--- config.mk ---
export PLATFORM = sky130hd
export DESIGN_NAME = spdif_bmc_serializer
export DESIGN_NICKNAME = d
export VERILOG_FILES = /design/src/rtl/spdif_bmc_serializer.sv
export SDC_FILE = /design/constraint.sdc
export NUM_CORES = 1
export LEC_CHECK = 0
export CAP_MARGIN = 10
export CORE_MARGIN = 5
export CORE_UTILIZATION = 55
export DETAILED_ROUTE_END_ITERATION = 6
export PLACE_DENSITY_LB_ADDON = 0.12
export RECOVER_POWER = 25
export SLEW_MARGIN = 20
export SYNTH_ARGS = -nofsm -noshare
export SYNTH_HDL_FRONTEND = slang
export SYNTH_SLANG_ARGS = --single-unit
export TNS_END_PERCENT = 1
--- constraint.sdc ---
create_clock -name clk_tx -period 2.6 [get_ports clk_tx]
set_input_delay 0.52 -clock clk_tx [delete_from_list [all_inputs] [get_ports clk_tx]]
set_output_delay 0.52 -clock clk_tx [all_outputs]
set_load 0.02 [all_outputs]
--- src/rtl/spdif_bmc_serializer.sv ---
// spdif_bmc_serializer
// Takes 32-bit AES3/S/PDIF subframe words through a one-word hold register
// and drives them onto a biphase-mark-coded line. The line never stalls:
// when no word is waiting at a subframe boundary, an invalid (V=1) silent
// subframe is sent instead and the sticky underrun flag is raised.
module spdif_bmc_serializer #(
  parameter int UI_DIV = 4
) (
  input  logic        clk_tx,
  input  logic        reset_tx,
  input  logic [31:0] data_in,
  input  logic        valid_in,
  input  logic        id_in,
  output logic        ready_in,
  output logic        spdif_out,
  output logic        subframe_start,
  output logic        underrun
);

  localparam int CW = (UI_DIV > 2) ? $clog2(UI_DIV) : 1;
  localparam logic [CW-1:0] CntMax = CW'(UI_DIV - 1);

  typedef enum logic {
    IDLE,
    RUN
  } state_e;

  state_e      state_q, state_d;
  logic [CW-1:0] uiCnt_q, uiCnt_d;
  logic [5:0]  uiIdx_q, uiIdx_d;
  logic [31:0] holdData_q, holdData_d;
  logic        holdId_q, holdId_d;
  logic        holdFull_q, holdFull_d;
  logic [31:0] word_q, word_d;
  logic        expId_q, expId_d;
  logic        l0_q, l0_d;
  logic        firstLoad_q, firstLoad_d;
  logic        spdif_q, spdif_d;
  logic        start_q, start_d;
  logic        underrun_q, underrun_d;

  logic        uiTick;
  logic        load;
  logic        transfer;
  logic [31:0] loadWord;
  logic [31:0] curWord;
  logic        curL0;
  logic [5:0]  nextIdx;
  logic [7:0]  pattern;
  logic        lineNext;

  // Normalises the preamble code to 1..3 using the channel id and inserts
  // even parity over bits 30:4; the incoming bit 31 is discarded.
  function automatic logic [31:0] fixWord(input logic [31:0] w, input logic id);
    logic [3:0] code;
    code = w[3:0];
    if ((code == 4'd0) || (code > 4'd3)) begin
      code = id ? 4'd3 : 4'd2;
    end
    return {^w[30:4], w[30:4], code};
  endfunction

  // Preamble shapes for starting level 0, first UI in the MSB.
  function automatic logic [7:0] patternOf(input logic [3:0] code);
    logic [7:0] p;
    case (code)
      4'd1:    p = 8'b11101000;
      4'd2:    p = 8'b11100010;
      default: p = 8'b11100100;
    endcase
    return p;
  endfunction

  assign ready_in       = ~holdFull_q & ~reset_tx;
  assign spdif_out      = spdif_q;
  assign subframe_start = start_q;
  assign underrun       = underrun_q;

  // Next-state, hold register, subframe loading and BMC line generation
  always_comb begin
    state_d     = state_q;
    uiCnt_d     = uiCnt_q;
    uiIdx_d     = uiIdx_q;
    holdData_d  = holdData_q;
    holdId_d    = holdId_q;
    holdFull_d  = holdFull_q;
    word_d      = word_q;
    expId_d     = expId_q;
    l0_d        = l0_q;
    firstLoad_d = firstLoad_q;
    spdif_d     = spdif_q;
    start_d     = 1'b0;
    underrun_d  = underrun_q;

    uiTick   = (state_q == RUN) && (uiCnt_q == CntMax);
    load     = uiTick && (firstLoad_q || (uiIdx_q == 6'd63));
    transfer = valid_in && ready_in;

    if (holdFull_q) begin
      loadWord = fixWord(holdData_q, holdId_q);
    end else begin
      loadWord = fixWord({4'b0001, 24'h000000, (expId_q ? 4'd3 : 4'd2)}, expId_q);
    end

    curWord = load ? loadWord : word_q;
    curL0   = load ? spdif_q : l0_q;
    nextIdx = load ? 6'd0 : (uiIdx_q + 6'd1);
    pattern = patternOf(curWord[3:0]);

    if (nextIdx < 6'd8) begin
      lineNext = pattern[~nextIdx[2:0]] ^ curL0;
    end else if (!nextIdx[0]) begin
      lineNext = ~spdif_q;
    end else begin
      lineNext = curWord[nextIdx[5:1]] ? ~spdif_q : spdif_q;
    end

    if (load) begin
      holdFull_d = 1'b0;
    end
    if (transfer) begin
      holdFull_d = 1'b1;
      holdData_d = data_in;
      holdId_d   = id_in;
    end

    case (state_q)
      IDLE: begin
        uiCnt_d     = '0;
        uiIdx_d     = 6'd0;
        spdif_d     = 1'b0;
        firstLoad_d = 1'b1;
        if (holdFull_q) begin
          state_d = RUN;
        end
      end
      default: begin
        uiCnt_d = uiTick ? '0 : (uiCnt_q + CW'(1));
        if (uiTick) begin
          uiIdx_d = nextIdx;
          spdif_d = lineNext;
        end
        if (load) begin
          word_d      = loadWord;
          l0_d        = spdif_q;
          expId_d     = firstLoad_q ? ~holdId_q : ~expId_q;
          firstLoad_d = 1'b0;
          start_d     = 1'b1;
          if (!holdFull_q) begin
            underrun_d = 1'b1;
          end
        end
      end
    endcase
  end

  // State register with synchronous reset; reset drops any partial subframe
  always_ff @(posedge clk_tx) begin
    if (reset_tx) begin
      state_q     <= IDLE;
      uiCnt_q     <= '0;
      uiIdx_q     <= 6'd0;
      holdData_q  <= 32'h0;
      holdId_q    <= 1'b0;
      holdFull_q  <= 1'b0;
      word_q      <= 32'h0;
      expId_q     <= 1'b0;
      l0_q        <= 1'b0;
      firstLoad_q <= 1'b1;
      spdif_q     <= 1'b0;
      start_q     <= 1'b0;
      underrun_q  <= 1'b0;
    end else begin
      state_q     <= state_d;
      uiCnt_q     <= uiCnt_d;
      uiIdx_q     <= uiIdx_d;
      holdData_q  <= holdData_d;
      holdId_q    <= holdId_d;
      holdFull_q  <= holdFull_d;
      word_q      <= word_d;
      expId_q     <= expId_d;
      l0_q        <= l0_d;
      firstLoad_q <= firstLoad_d;
      spdif_q     <= spdif_d;
      start_q     <= start_d;
      underrun_q  <= underrun_d;
    end
  end

endmodule

==> results of run 1 <==
[worst register-to-register path, delay by kind of cell, from the launching register on]
family	cells	cell delay, ps
multiplexers	1	220
AND/OR/NAND/NOR	2	350
adder cells (fa/ha/maj)	1	220
AO/OA/AOI/OAI	5	1190
flip-flops	1	330
[final timing paths]
kind | endpoint | cells past startpoint | slack, ps
worst min register to register | uiCnt_q[0] | 1 | 430
worst max register to register | spdif_out | 9 | 170
worst max-delay path | spdif_out | 9 | 170
worst min-delay path | uiCnt_q[0] | 1 | 430
[cells by family (layout without fill, tap and decap cells)]
group / count (synthesis) / count (layout) / synth area share, %
simple gates: 183 / 183 / 24.1
compound gates: 97 / 97 / 16.2
flops: 80 / 80 / 42.8
buf+inv: 33 / 72 / 4.08
xor+xnor: 30 / 30 / 7.23
mux: 15 / 15 / 4.92
fa+ha+maj: 2 / 2 / 0.669
[state kept, by name, summed over array words and instances (netlist names)]
name	flops
word_q	32
spdif_out	1
l0_q	1
uiIdx_q	6
underrun	1
expId_q	1
holdId_q	1
state_q	1
subframe_start	1
holdFull_q	1
uiCnt_q	2
firstLoad_q	1
holdData_q	31
[stage by stage]
step                      utilization (%)  cells
after CTS                            65.5    559
after detailed placement             62.6    543
after floorplan                         -    440
after global placement               62.6    543
final                                65.5    559
after global routing                 65.5    559
[power by group]
group	leakage (nW)	switching [mW]	internal (mW)	total (mW)
sequential	0.651	0.0441	1.27	1.31
combinational	0.769	0.147	0.180	0.327
clock	0.0994	0.454	0.443	0.897
total	1.52	0.646	1.89	2.54
[routing by layer]
metal	global-route usage, %	routed length, um	vias to the layer above
met5	0	0	-
met4	4.95	80	0
met3	5.04	338	8
met2	30.3	3570	53
met1	24.5	3650	1411
li1	-	-	1566
[cells in the final DEF (no fill, tap or decap), types with 3 or more instances in the layout]
cell type	synthesis	layout
a211oi_1	3	3
xnor2_1	25	25
nand2b_1	33	33
a21oi_1	37	37
clkinv_2	0	3
nor2b_1	5	5
nand2_1	69	69
clkbuf_8	0	9
o21ai_0	35	35
nor3_1	4	4
nor2_1	25	25
mux2i_1	12	12
dfxtp_1	80	80
and2_1	5	4
a21o_1	3	3
clkdlybuf4s50_1	0	37
a311oi_1	3	3
buf_4	0	13
xor2_1	4	4
nand3_1	29	29
[final cells by class]
| type | count | area share (%) |
|---|---|---|
| Clock inverter | 7 | 1.59 |
| Sequential cell | 80 | 36.4 |
| Inverter | 2 | 0.170 |
| Timing Repair Buffer | 54 | 11.4 |
| Tap cell | 80 | 2.27 |
| Multi-Input combinational cell | 327 | 45.4 |
| Clock buffer | 9 | 2.81 |
==> flow_summary.json, run 1 <==
{
  "drcViolationCount": 0,
  "finalMaxSlewViolations": 0,
  "r2r-start": "uiIdx_q[1]",
  "p_leak_nw": 1.52,
  "synthesis.nets": 478,
  "wl_per_cell_um": 13.7,
  "ys_ff_latch": 80,
  "cts-buffers-inserted": 9,
  "synth-async-reset-ratio_pct": 0,
  "firstDrtPassIters": 4,
  "syn_area_sq_mm": 0.00374,
  "hold_violations": 0,
  "place_ws_ps": 157,
  "synth.most_common_cell": "dfxtp_1",
  "layout-drive-gt1-share_pct": 9.39,
  "syn2layout_area_growth_pct": 17.8,
  "synth.area.top_cells": "dfxtp_1 (43%), nand2_1 (6.9%), xnor2_1 (5.9%), nand2b_1 (5.5%), a21oi_1 (5.0%)",
  "synthTopCellsByCount": "dfxtp_1 (80), nand2_1 (69), a21oi_1 (37)",
  "synth_edf_count": 0,
  "multiInputGateArea_sq_mm": 0.00200,
  "syn_avg_cell_area_sq_um": 8.50,
  "rows": 30,
  "p_per_area_mw_per_mm2": 576,
  "grt_pass1_vias": 2821,
  "critPathKind": "reg2reg",
  "vias_per_cell": 5.43,
  "ys.warnings.count": 0,
  "hold_class": "reg2reg",
  "drt_iter0_drc": 172,
  "syn-instance-count": 440,
  "clk_pin_slew_ps": 80,
  "grt_start_max_net_pins": 70,
  "yosysUniqueCellTypes": 49,
  "cp.buffers_inverters": 0,
  "crit_arrival_ps": 2650,
  "tns_ps": 0,
  "num_vias": 3038,
  "ys.flop_type": "dfxtp_1",
  "fin_ws_ps": 173,
  "die_area_sq_mm": 0.00855,
  "htree_num_levels": 3,
  "skew_ps": 11.7,
  "post_cts_buffers": 0,
  "startpoint": "uiIdx_q[1]",
  "root_buffer": "clkbuf_8",
  "coreArea_sq_mm": 0.00672,
  "ctsResizeCount": 0,
  "grt_pass1_wl_um": 13000,
  "cp_top_family": "compound AO/OA/AOI/OAI gates",
  "port_buffers": 38,
  "status": "finished clean",
  "cp_max_fo": 11,
  "dp_hpwl_um": 5360,
  "regArea_sq_mm": 0.00160,
  "antenna_found_initial": 0,
  "cts_hold_buffers": 0,
  "min_period_ps": 2430,
  "worstMarginPinSlew_ps": 1180,
  "min_from": "uiCnt_q[0]",
  "cts_tree": "built",
  "critPathLaunchType": "flip-flop",
  "start_util_pct": 55.7,
  "overflow": 0,
  "synth_area_leader_cell": "dfxtp_1",
  "drt_wl_total_um": 7640,
  "clock-sinks": 80,
  "placed_cell_area_sq_mm": 0.00420,
  "clock_path_buffers": 2,
  "slew_headroom_pct": 21.5,
  "end_kind": "flip-flop",
  "synth_seq_area_share_pct": 42.8,
  "drv_cap": 0,
  "fin_crit_sh_pct": 93.3,
  "yosysTopAreaCellShare_pct": 42.8,
  "whs_ps": 430,
  "path_cells": "ha_1 -> and3_2 -> a41o_4 -> a2111oi_4 -> nor4_2 -> a211oi_1 -> o32a_2 -> mux2i_1 -> a21oi_2",
  "nets": 512,
  "finalSetupViolations": 0,
  "cpPeakStageDelay_ps": 370,
  "grt_use_total_pct": 18.7,
  "ir_drop_mv": 0.413,
  "fmax_mhz": 412,
  "fillers": 565,
  "required_ps": 2820,
  "worstSkewPairLatency_ps": 350,
  "fin_area_sq_mm": 0.00440,
  "gp_congestion": 0.885,
  "slowest_stage": "a41o_4",
  "diodes": 0,
  "die_w_um": 92.5,
  "power.total_mw": 2.54,
  "grt_setup_unrepaired": "no",
  "die_y_um": 92.5,
  "ant_nets": 0,
  "ioPinCount": 40
}
(Power assumes the default switching activity.)
==> run 2: changes to the inputs <==
Settings changed: SLEW_MARGIN 20 to 25.
==> results of run 2 <==
Final layout, timing and power as in run 1 (identical DEF).
==> run 3: changes to the inputs <==
Settings changed: CAP_MARGIN 10 to unset.
==> results of run 3 <==
Final layout, timing and power as in run 1 (identical DEF).
==> edit 1: new RTL, config.mk and constraints of run 3 <==
Register the output `underrun` once more, cleared by the reset; this adds one clock of latency there. The other outputs are not delayed to match.
--- a/src/rtl/spdif_bmc_serializer.sv
+++ b/src/rtl/spdif_bmc_serializer.sv
@@ -74,7 +74,13 @@
   assign ready_in       = ~holdFull_q & ~reset_tx;
   assign spdif_out      = spdif_q;
   assign subframe_start = start_q;
-  assign underrun       = underrun_q;
+  always_ff @(posedge clk_tx) begin
+    if (reset_tx) begin
+      underrun <= '0;
+    end else begin
+      underrun <= underrun_q;
+    end
+  end
 
   // Next-state, hold register, subframe loading and BMC line generation
   always_comb begin
Behaviour: no difference found for any inputs over 10 cycles, from zero or initial values and one cycle with reset_tx high; that may be too few to reach the edited logic, so the function may still have changed.
==> edit 1 against run 3 <==
- sequential cell count increased by 1
- routed wire length is 16% higher
- first-iteration DRC count unchanged
- critical path depth is 3 higher
- final area is 8.4% higher
- global-route usage rose by 1.9 points
- setup slack got worse by 0.093 ns
- core utilization is 0.63 points higher
- total power grew 0.20%
- clock power down 1%
- synthesized area grew 7.8%
- critical endpoint unchanged
- hold slack better by 0.010 ns
==> edit 1: results (changes against run 3) <==
Routed wire length: 8.84 mm (+16%)
Reg2reg start: uiIdx_q[2]$_SDFFE_PP0P_
CTS Buf Count: 9 (unchanged)
Worst hold path type: flip-flop to flip-flop
Final worst-path cycle share: 0.969 (+0.0358)
Synth cell count leaders: 81 x dfxtp_1, 76 x nand2_1, 37 x o21ai_0
Final instance area: 4770 µm² (+8.4%)
Hold_ws: 0.440 ns (+0.00998 ns)
Vias in the first global route: 3244 (+15%)
Ranking of synthesized cells by area: dfxtp_1 40%, nand2_1 7.1%, xnor2_1 5.4%, nand2b_1 4.7%, o21ai_0 4.6%
R2R Setup Slk: 0.08 ns (-0.09 ns)
Sequential cell area share: 0.340 (-0.0238)
Net Count, Synth: 514 (+7.5%)
Sink Count: 81 (+1.3%)
Via count of the routed design: 3391 (+12%)
Synth Instances: 476 (+8.2%)
Post-DR wirelength/cell: 14.1 µm (+3.6%)
Fraction of area in multi-input gates: 0.456 (+0.00254)
Synth warn: 0 (unchanged)
Placer Congestion: 0.872 (-1.4%)
Critical path's slowest cell: dfxtp_1
Post-route setup TNS: 0 ns (unchanged)
Nonclk buf count: 72 (+33%)
Inverters: 7 (+5)
Status: finished clean
Clk pwr: 0.887 mW (-1%)
#MultiIn Comb: 351 (+7.3%)
ClkCell Share: 0.0385 (-0.00551)
Dpl cells: 607 (+12%)
Placed Area: 4540 µm² (+8.1%)
Reg2reg path depth: 12 (+3)
Post-place setup slack: 0.0899 ns (-0.0676 ns)
Async set-reset flop share out of synthesis: 0 (unchanged)
Worst rel slew slack: 0.173 (-0.0420)
DP Wirelength: 6.20 mm (+16%)
Proportion of layout cells with a drive suffix above 1: 0.156 (+0.0619)
Critical path fanouts, max: 5 (-6)
Fillers: 646 (+14%)
Setup Skew: 0.00815 ns (-0.00358 ns)
Nets@finish: 560 (+9.4%)
Final-layout non-clock buffer area share: 0.134 (+0.0197)
Clock Buffer Count: 10 (+1)
GRT Resource Usage Total: 0.206 (+0.0194)
LEAKAGE: 1.65 nW (+8.3%)
Max VDD drop: 0.000315 V (-24%)
First-pass GRT wire length: 15.0 mm (+16%)
Sw frac: 0.252 (-0.00238)
WP data arrival: 2.75 ns (+0.10 ns)
Pwr per Cell Area: 532 nW/µm² (-7.6%)
Synth cell types: 66 (+35%)
Register area share after synthesis: 0.402 (-0.0261)
DR pass1 iterations: 4 (unchanged)
H-tree Lvls: 3 (unchanged)
-- edit 1: layer usage --
metal  track usage  vias to the layer above  share of wire
li1              -                     1739              -
met1         0.288                     1583           0.50
met2         0.325                       62           0.46
met3        0.0418                        7          0.035
met4        0.0533                        0         0.0094
met5             0                        -              0
-- edit 1: cell families (layout without fill, tap and decap cells) --
group | after synthesis | in the layout | synth area share
buf+inv | 44 | 94 | 0.0648
fa+ha+maj | 2 | 2 | 0.00620
flops | 81 | 81 | 0.402
mux | 8 | 8 | 0.0208
compound gates | 113 | 113 | 0.181
xor+xnor | 32 | 32 | 0.0732
simple gates | 196 | 196 | 0.252
-- edit 1: critical path, delay by kind of cell, from the launching register on --
kind            cells  cell delay [ns]
compound gates      3             0.72
xor+xnor            1             0.18
buf+inv             4             0.68
mux                 1             0.18
flops               1             0.36
simple gates        3             0.29
==> edit 2: new RTL, settings of run 3 <==
Made on the original files. `UI_DIV`: 4 -> 8.
--- a/src/rtl/spdif_bmc_serializer.sv
+++ b/src/rtl/spdif_bmc_serializer.sv
@@ -4,7 +4,7 @@
 // when no word is waiting at a subframe boundary, an invalid (V=1) silent
 // subframe is sent instead and the sticky underrun flag is raised.
 module spdif_bmc_serializer #(
-  parameter int UI_DIV = 4
+  parameter int UI_DIV = 8
 ) (
   input  logic        clk_tx,
   input  logic        reset_tx,
Check against the original RTL: not equivalent (a bounded check fails within 10 cycles, from zero or initial values and one cycle with reset_tx high).
==> edit 2 against run 3 <==
- global-route usage grew 1.8 points
- setup slack worse by 0.049 ns
- sequential cell count is 1 higher
- count of clock-buffer cells in the layout grew 4
- synthesized area up 0.64%
- first-iteration DRC count rose by 19%
- routed wire length is 11% higher
- final area increased by 0.99%
- die area up 0.56%
- total power is 1.9% higher
- clock skew decreased by 0.0012 ns
- sequential share of layout area increased by 0.092 points
==> edit 2: results (changes against run 3) <==
WP data arrival: 2.69 ns (+0.04 ns)
ANT cells: 0 (unchanged)
Post-CTS resize count: 0 (unchanged)
Post-synthesis compound-gate area fraction: 0.154 (-0.00834)
Mux contribution to synthesized area: 0.0303 (-0.0189)
Adder-Cell Fraction of Synth Area: 0.00997 (+0.00328)
Largest net degree at the start of global routing: 72 (+2.9%)
Routed wire length: 8.47 mm (+11%)
Critical path's largest stage delay: 0.36 ns
Final hold vios: 0 (unchanged)
Ranking of synthesized cells by area: dfxtp_1 43%, nand2_1 7.0%, xnor2_1 6.1%, nand2b_1 5.5%, nand3_1 4.9%
Synth cell types: 48 (-2.0%)
DP Wirelength: 5.66 mm (+5.4%)
Placed Area: 4220 µm² (+0.27%)
Nets@finish: 523 (+2.1%)
CP Class: flip-flop to flip-flop
Via count of the routed design: 3188 (+4.9%)
Critical path's slowest cell: nor4_4
Worst hold path type: flip-flop to flip-flop
Initial antenna violation count: 0 (unchanged)
# Post-CTS Setup Buffers: 0 (unchanged)
Placer Congestion: 0.891 (+0.71%)
LEAKAGE: 1.47 nW (-3.2%)
Setup Skew: 0.0105 ns (-0.00123 ns)
R2r endpoint: spdif_out$_SDFFE_PP0P_
Status: finished clean
Register area share after synthesis: 0.431 (+0.00261)
GRT Resource Usage Total: 0.205 (+0.0177)
Worst rel slew slack: 0.214 (-0.000839)
Reg2reg path depth: 10 (+1)
First-pass GRT wire length: 14.4 mm (+11%)
Reg2reg start: uiCnt_q[0]$_SDFF_PP0_
Critical path's top delay family: simple AND/OR/NAND/NOR gates
Async set-reset flop share out of synthesis: 0 (unchanged)
Net Count, Synth: 493 (+3.1%)
Proportion of layout cells with a drive suffix above 1: 0.0920 (-0.00192)
Critical path fanouts, max: 5 (-6)
Xor/xnor share of the synthesized area: 0.0788 (+0.00652)
R2R Setup Slk: 0.12 ns (-0.05 ns)
Vias in the first global route: 3059 (+8.4%)
Synth warn: 0 (unchanged)
Clk slew on worst S/H paths: 0.08 ns (about the same)
Max VDD drop: 0.000359 V (-13%)
Initial DRC Count: 205 (+19%)
Synth cell count leaders: 81 x dfxtp_1, 70 x nand2_1, 37 x nand3_1
PortBufs: 38 (unchanged)
edit 2: kinds of logic after synthesis:
group / count (synthesis)
fa+ha+maj: 3
flops: 81
mux: 10
simple gates: 194
xor+xnor: 33
buf+inv: 39
compound gates: 94
edit 2: power by group:
part	total, mW	switching, mW	internal [mW]
Clock	0.983	0.456	0.527
Combinational	0.288	0.129	0.158
Sequential	1.31	0.0369	1.28
Total	2.59	0.622	1.96
edit 2: worst min-delay path by stage:
stage                                from               endpoint  slack, ns  depth (start not counted)
global placement    uiCnt_q[0]$_SDFF_PP0_  uiCnt_q[0]$_SDFF_PP0_       0.41                          1
floorplan           uiCnt_q[0]$_SDFF_PP0_  uiCnt_q[0]$_SDFF_PP0_       0.40                          1
CTS                 uiCnt_q[0]$_SDFF_PP0_  uiCnt_q[0]$_SDFF_PP0_       0.43                          1
finish              uiCnt_q[0]$_SDFF_PP0_  uiCnt_q[0]$_SDFF_PP0_       0.43                          1
detailed placement  uiCnt_q[0]$_SDFF_PP0_  uiCnt_q[0]$_SDFF_PP0_       0.42                          1
global route        uiCnt_q[0]$_SDFF_PP0_  uiCnt_q[0]$_SDFF_PP0_       0.45                          1
edit 2: final cells by class:
type | instances | area (µm²)
clock buffer | 13 | 169
clock inverter | 3 | 46.3
fill | 596 | 2270
inverter | 4 | 15.0
multi-input combinational | 334 | 2000
sequential | 81 | 1620
tap | 80 | 100
timing repair buffer | 54 | 492
edit 2: worst register-to-register path: cells and delay by family, from the launching register on:
kind | cells | cell delay, ns
adders and majority gates | 2 | 0.44
buffers and inverters | 1 | 0.20
DFF | 1 | 0.32
AOI/OAI and AO/OA | 3 | 0.56
and+or+nand+nor | 4 | 0.82
edit 2: per-stage QoR:
stage | setup WS (ns) | hold WS [ns] | cells
after CTS | 0.109 | 0.434 | 569
after floorplan | 0.381 | 0.404 | 454
after global routing | 0.000643 | 0.452 | 569
final | 0.124 | 0.428 | 569
after detailed placement | 0.101 | 0.419 | 553
after global placement | 0.232 | 0.412 | 553
edit 2: metal layers:
metal	up-vias	share of wire	GRT usage
met2	71	0.45	0.320
met5	-	0	0
met1	1486	0.49	0.284
li1	1614	-	-
met4	0	0.017	0.0745
met3	17	0.044	0.0349
